$ cat src/rtl/imr_ctrl.sv
`default_nettype none
// ============================================================================
// Module   : imr_ctrl
// Purpose  : Clocked interrupt mask register for the PIC. It holds the mask
//            in registered state behind a two-state init sequencer. It
//            supports full OCW1 writes, single-bit set/clear, special mask
//            mode (SMM) and a registered readback path.
// Ports    : clk, rst_n            - clock, asynchronous active-low reset
//            init_start/init_done  - ICW1 seen / last ICW accepted
//            ocw1_wr, ocw1_data    - full mask write
//            bit_op_*              - single-bit mask set/clear
//            smm_cmd_valid/smm_cmd - OCW3 enter/leave special mask mode
//            rd_en -> rd_valid/rd_data - registered mask readback
//            irr_in/isr_in         - raw request / in-service bits
//            imr, masked_irr, isr_block, smm_active, ready - status outputs
// Revision : 1.0 - initial release
// ============================================================================
module imr_ctrl #(
   parameter int                 NUM_IRQ      = 8,
   parameter int                 IDX_W        = $clog2(NUM_IRQ),
   parameter logic [NUM_IRQ-1:0] MASK_RST_VAL = '0,
   parameter bit                 ENABLE_SMM   = 1'b1
) (
   input  logic               clk,
   input  logic               rst_n,
   input  logic               init_start,
   input  logic               init_done,
   input  logic               ocw1_wr,
   input  logic [NUM_IRQ-1:0] ocw1_data,
   input  logic               bit_op_valid,
   input  logic               bit_op_set,
   input  logic [IDX_W-1:0]   bit_op_idx,
   input  logic               smm_cmd_valid,
   input  logic               smm_cmd,
   input  logic               rd_en,
   input  logic [NUM_IRQ-1:0] irr_in,
   input  logic [NUM_IRQ-1:0] isr_in,
   output logic [NUM_IRQ-1:0] imr,
   output logic [NUM_IRQ-1:0] masked_irr,
   output logic [NUM_IRQ-1:0] isr_block,
   output logic               smm_active,
   output logic               ready,
   output logic [NUM_IRQ-1:0] rd_data,
   output logic               rd_valid
);

   typedef enum logic [0:0] {
      ST_INIT  = 1'b0,
      ST_READY = 1'b1
   } state_t;

   state_t             state_q, state_d;
   logic [NUM_IRQ-1:0] imr_q, imr_d;
   logic [NUM_IRQ-1:0] rd_data_q, rd_data_d;
   logic               smm_q, smm_d;
   logic               ready_q, ready_d;
   logic               rd_valid_q, rd_valid_d;

   always_comb begin
      state_d    = state_q;
      imr_d      = imr_q;
      smm_d      = smm_q;
      // Readback samples the mask before any write landing this cycle.
      rd_valid_d = rd_en;
      rd_data_d  = rd_en ? imr_q : rd_data_q;

      if (init_start) begin
         // A new ICW1 restarts initialisation regardless of state and
         // beats a coincident init_done.
         state_d = ST_INIT;
         imr_d   = MASK_RST_VAL;
         smm_d   = 1'b0;
      end else if (state_q == ST_INIT) begin
         if (init_done) begin
            state_d = ST_READY;
         end
      end else begin
         if (ocw1_wr) begin
            imr_d = ocw1_data;
         end else if (bit_op_valid) begin
            // Matching against each channel number makes any index at or
            // beyond NUM_IRQ fall through as a no-op.
            for (int i = 0; i < NUM_IRQ; i++) begin
               if (bit_op_idx == IDX_W'(i)) begin
                  imr_d[i] = bit_op_set;
               end
            end
         end
         // SMM is independent of mask writes and may update alongside them.
         if (ENABLE_SMM && smm_cmd_valid) begin
            smm_d = smm_cmd;
         end
      end

      ready_d = (state_d == ST_READY);
   end

   always_ff @(posedge clk or negedge rst_n) begin
      if (!rst_n) begin
         state_q    <= ST_INIT;
         imr_q      <= MASK_RST_VAL;
         smm_q      <= 1'b0;
         ready_q    <= 1'b0;
         rd_valid_q <= 1'b0;
         rd_data_q  <= '0;
      end else begin
         state_q    <= state_d;
         imr_q      <= imr_d;
         smm_q      <= smm_d;
         ready_q    <= ready_d;
         rd_valid_q <= rd_valid_d;
         rd_data_q  <= rd_data_d;
      end
   end

   assign imr        = imr_q;
   assign smm_active = smm_q;
   assign ready      = ready_q;
   assign rd_valid   = rd_valid_q;
   assign rd_data    = rd_data_q;
   assign masked_irr = irr_in & ~imr_q;
   // Under SMM a masked in-service level no longer blocks lower priorities.
   assign isr_block  = smm_q ? (isr_in & ~imr_q) : isr_in;

endmodule
`default_nettype wire

$ cat config.mk
export PLATFORM = sky130hd
export DESIGN_NAME = imr_ctrl
export DESIGN_NICKNAME = d
export VERILOG_FILES = /design/src/rtl/imr_ctrl.sv
export SDC_FILE = /design/constraint.sdc
export NUM_CORES = 1
export LEC_CHECK = 0
export CAP_MARGIN = 30
export CORE_UTILIZATION = 35
export DETAILED_ROUTE_END_ITERATION = 8
export PLACE_DENSITY = 0.79
export SKIP_LAST_GASP = 1
export SYNTH_ARGS = -nofsm -noshare
export SYNTH_HDL_FRONTEND = slang
export SYNTH_SLANG_ARGS = --single-unit
export TNS_END_PERCENT = 100
$ cat constraint.sdc
create_clock -name clk -period 1.6 [get_ports clk]
set_input_delay 0.48 -clock clk [delete_from_list [all_inputs] [get_ports clk]]
set_output_delay 0.48 -clock clk [all_outputs]
set_load 0.01 [all_outputs]
* Word level (Yosys, flattened, before mapping)
Cells that the tools add are included.
Storage, ports and cells: register bits 19, word-level logic and storage cells 62
Cells by class: equal/unequal tests 7, multiplexer cells 19, bitwise operators 3, reductions and logical operators 21
Operators by type and width (count):
- $mux 8 | 5
- $reduce_bool 3->1 | 9
- $reduce_and 3->1 | 8
- $and 8x8->8 | 2
- $mux 1 | 14
- $eq 3x3->1 const B | 4
- $not 8->8 | 1
- $eq 3x2->1 const B | 2
- $reduce_bool 2->1 | 2
- $eq 3x1->1 const B | 1
- $logic_not 3->1 | 1
- $reduce_and 2->1 | 1

* Logic depth before layout (Yosys ltp)
word-level depth 6, gate-level depth with buffers 5, gate-level depth less buffers 3

* Worst setup path before layout
OpenSTA, ideal clock, no wires.
path type input -> register, start input init_start, end register imr_q[0] (netlist: imr[0]), setup time 0.128 ns, arrival 1.380 ns, required time 1.472 ns, path slack 0.093 ns, stages 5, path through buf_6 -> or2_1 -> buf_6 -> o22ai_2 -> mux2_1
On the way: cells in the longest elaborated chain, start to end 2, elaborated cells on any way between the ends 5
Ends and longest elaborated chain:
- start: declaration | line 26 | input logic init_start,
- $reduce_bool 3->1 (no line) or $reduce_bool 2->1 (tied branches)
- $reduce_and 3->1 (no line)
- end signal: assignment | line 108 | imr_q <= imr_d;
- end: declaration | line 53 | logic [NUM_IRQ-1:0] imr_q, imr_d;
Parallel ways exist; a longest one is shown, timed or not. A chain may end at the register's enable or synchronous reset.

* Final worst setup path
start register smm_q (netlist: smm_active), end output isr_block[1]
On the way: cells in the longest elaborated chain, start to end 1
Ends and longest elaborated chain:
- start: declaration | line 55 | logic smm_q, smm_d;
- start signal: assignment | line 109 | smm_q <= smm_d;
- $mux 8 | line 123 | assign isr_block = smm_q ? (isr_in & ~imr_q) : isr_in;
- end: declaration | line 40 | output logic [NUM_IRQ-1:0] isr_block,
No other way between the ends.

==> metrics.yaml <==
dpl_cell_area_um2: 1880
period_share_pct: 111
final_antenna_net_count: 0
overflow: 0
drv_slew: 0
clk_latency_ps: 290
die_h_um: 57.8
synth_edf_count: 0
synth_top_family_by_area: "compound AO/OA/AOI/OAI gates"
yosysTopAreaCell: "dfrtp_1"
clk_pin_slew_ps: 110
first_iter_violations: 58
grt_usage_pct: 22.2
synth_compound_area_share_pct: 19.7
synthSimpleGateAreaFrac_pct: 15.9
drt_first_pass_iters: 6
dp_hpwl_um: 2480
setup_tns_ps: -1040
cap_viol_max_count: 0
min_path_cells: 1
multi_input_area_um2: 621
synth.most_common_cell: "dfrtp_1"
drt-total-wl_um: 3840
antennaDiodeCount: 0
yosysTopAreaCellShare_pct: 43.7
syn_nets: 135
drcViolationCount: 10
intPower_mw: 0.968
fin_ws_ps: -179
synth-warning-count: 0
p_leak_nw: 1.04
period_needed_ps: 1780
rsz0062_at_grt: "true"
cts_max_level: 1
worst_ep_required_time_ps: 1120
cts_tree: "built"
tightest_slew_ps: 251
hold_slack_ps: 511
slew_headroom_pct: 83.2
synth_area_leaders: "dfrtp_1 (44%), o22ai_2 (9.2%), mux2_1 (8.3%)"
rr_endpoint: "imr[5]"
io_buffers: 71
busiest_layer: "met2"
finalClockSkew_ps: 0.716
async_flop_share_pct: 100
row_count: 19
root_buffer: "clkbuf_4"
clk_path_buf_depth: 2
ys_ff_latch: 19
hold_end: "rd_data[1]"
r2r_start: "ready"
ios: 72
crit_path_max_fanout: 4
die_w_um: 57.8
grt_pass1_vias: 1118
critPathKind: "reg2out"
dieArea_um2: 3340
yosysUniqueCellTypes: 20
fin_area_um2: 2010
setup_viol: 10
power_mw: 1.39
ctsHoldBuffers: 0
dp_slack_ps: -608
gp_congestion: 0.706
cts_buffers: 3
synth_mux_area_share_pct: 16.6
cts_sinks: 19
grt_max_degree: 20
ys_top_cells_by_count: "dfrtp_1 (19), nand2_1 (10), a21oi_1 (9)"
grtUsageMet1_pct: 28.0
crit_arrival_ps: 1300
hp-class: "reg2reg"
status: "finished with violations"
start_kind: "flop"
grt_pass1_wl_um: 5600
violations: "DRC, setup timing"
drive_gt1_share_pct: 39.2
critPathCaptureType: "primary output"
antenna_found_initial: 0
pwr-share-clk_pct: 17.3
comb_power_share_pct: 41.2
ys.flop_type: "dfrtp_1"
vias: 1155
viasPerCell: 5.13
syn_avg_cell_area_um2: 11.1
min_from: "rd_data[1]"
synth-xor-area-share_pct: 0
grtUsageMet2_pct: 38.4
area_growth_pct: 84.6
ff_latch_area_um2: 477
ys_seq_area_share_pct: 43.7
fill_cells: 223
core-area_um2: 2850
wire_per_inst_um: 17.1
netlist_instances: 98
reg2reg_slack_ps: 260
powerDensity_nw_per_um2: 693
r2r.worst_path.cells: 4
clock.fmax_ghz: 0.562
worst_ir_drop_vdd_uv: 408
synthAdderAreaFrac_pct: 0
hold_viol: 0
pwr-share-seq_pct: 41.5
p_sw_share_pct: 30.5
final_nets: 232
synth_area_um2: 1090
use_met3_pct: 3.79
initial_core_util_pct: 38.2
switchingPower_mw: 0.425
[critical path, stage by stage, from the launching register on]
cell and delay, ps:
dfrtp_2 460, buf_12 140, buf_8 120, a21boi_2 130, buf_2 160
[stage by stage]
step | util (%) | instances
after global routing | 70.4 | 225
final | 70.4 | 225
after CTS | 68.0 | 222
after floorplan | - | 98
after detailed placement | 66.0 | 206
after global placement | 66.0 | 206
[metal layers]
layer	part of all wire, %	wire, µm	vias to the layer above
met5	0	0	-
met4	2.2	84	0
met3	8.8	336	6
met2	48	1850	57
met1	41	1570	548
li1	-	-	544
[logic make-up (layout without fill, tap and decap cells)]
| group | after synthesis | count (layout) |
|---|---|---|
| compound gates | 26 | 26 |
| mux | 16 | 16 |
| simple gates | 31 | 31 |
| flops | 19 | 19 |
| buf+inv | 6 | 102 |
[flip-flops by register name, indices dropped and copies added (netlist names)]
name        count
imr             8
rd_data         8
rd_valid        1
ready           1
smm_active      1
[repair_timing]
item,4_1_cts,5_1_grt
pin swaps,4,1
gates resized for setup,116,17
setup buffers,12,5
setup endpoints to repair,43,20
[power groups by stage]
stage	logic, mW	clock network [mW]	registers [mW]
2_1_floorplan	0.166	0	0.620
3_3_place_gp	0.534	0	0.593
3_5_place_dp	0.547	0	0.596
4_1_cts	0.545	0.244	0.572
5_1_grt	0.608	0.272	0.585
6_report	0.573	0.241	0.578
[cell type report]
class	count	share of cell area (%)
sequential	19	23.7
clock buffer	4	1.31
tap	31	1.93
timing repair buffer	98	42.2
multi-input combinational	73	30.9
[worst max-delay path by stage]
| stage | to | startpoint | slack [ps] | cells past startpoint |
|---|---|---|---|---|
| finish | isr_block[1] | smm_active | -180 | 4 |
| global route | isr_block[1] | smm_active | -230 | 4 |
| CTS | isr_block[3] | isr_in[3] | -150 | 3 |
| detailed placement | isr_block[3] | isr_in[3] | -610 | 3 |
| global placement | isr_block[6] | isr_in[6] | -530 | 3 |
| floorplan | imr[0] | init_start | 90 | 5 |
[cells in the final DEF (no fill, tap or decap)]
cell type	synthesis	layout
a21boi_1	0	2
a21boi_2	0	6
a21oi_1	9	9
and3_1	1	1
and3b_1	3	3
buf_12	0	1
buf_2	0	15
buf_4	0	21
buf_6	3	5
buf_8	0	1
clkbuf_1	2	1
clkbuf_4	0	3
clkdlybuf4s15_1	0	3
clkdlybuf4s50_1	0	21
dfrtp_1	19	18
dfrtp_2	0	1
dlygate4sd2_1	0	28
dlymetal6s2s_1	0	3
mux2_1	8	8
mux2_2	8	8
nand2_1	10	10
nand2b_2	0	1
nand3_1	1	1
nor2_1	2	2
nor2b_1	8	6
nor2b_2	0	1
nor2b_4	0	1
nor3_1	1	1
nor3b_1	3	1
nor3b_2	0	2
o21a_4	0	1
o22ai_2	8	8
or2_4	0	1
Note: power is estimated with default switching activity, not from simulation.
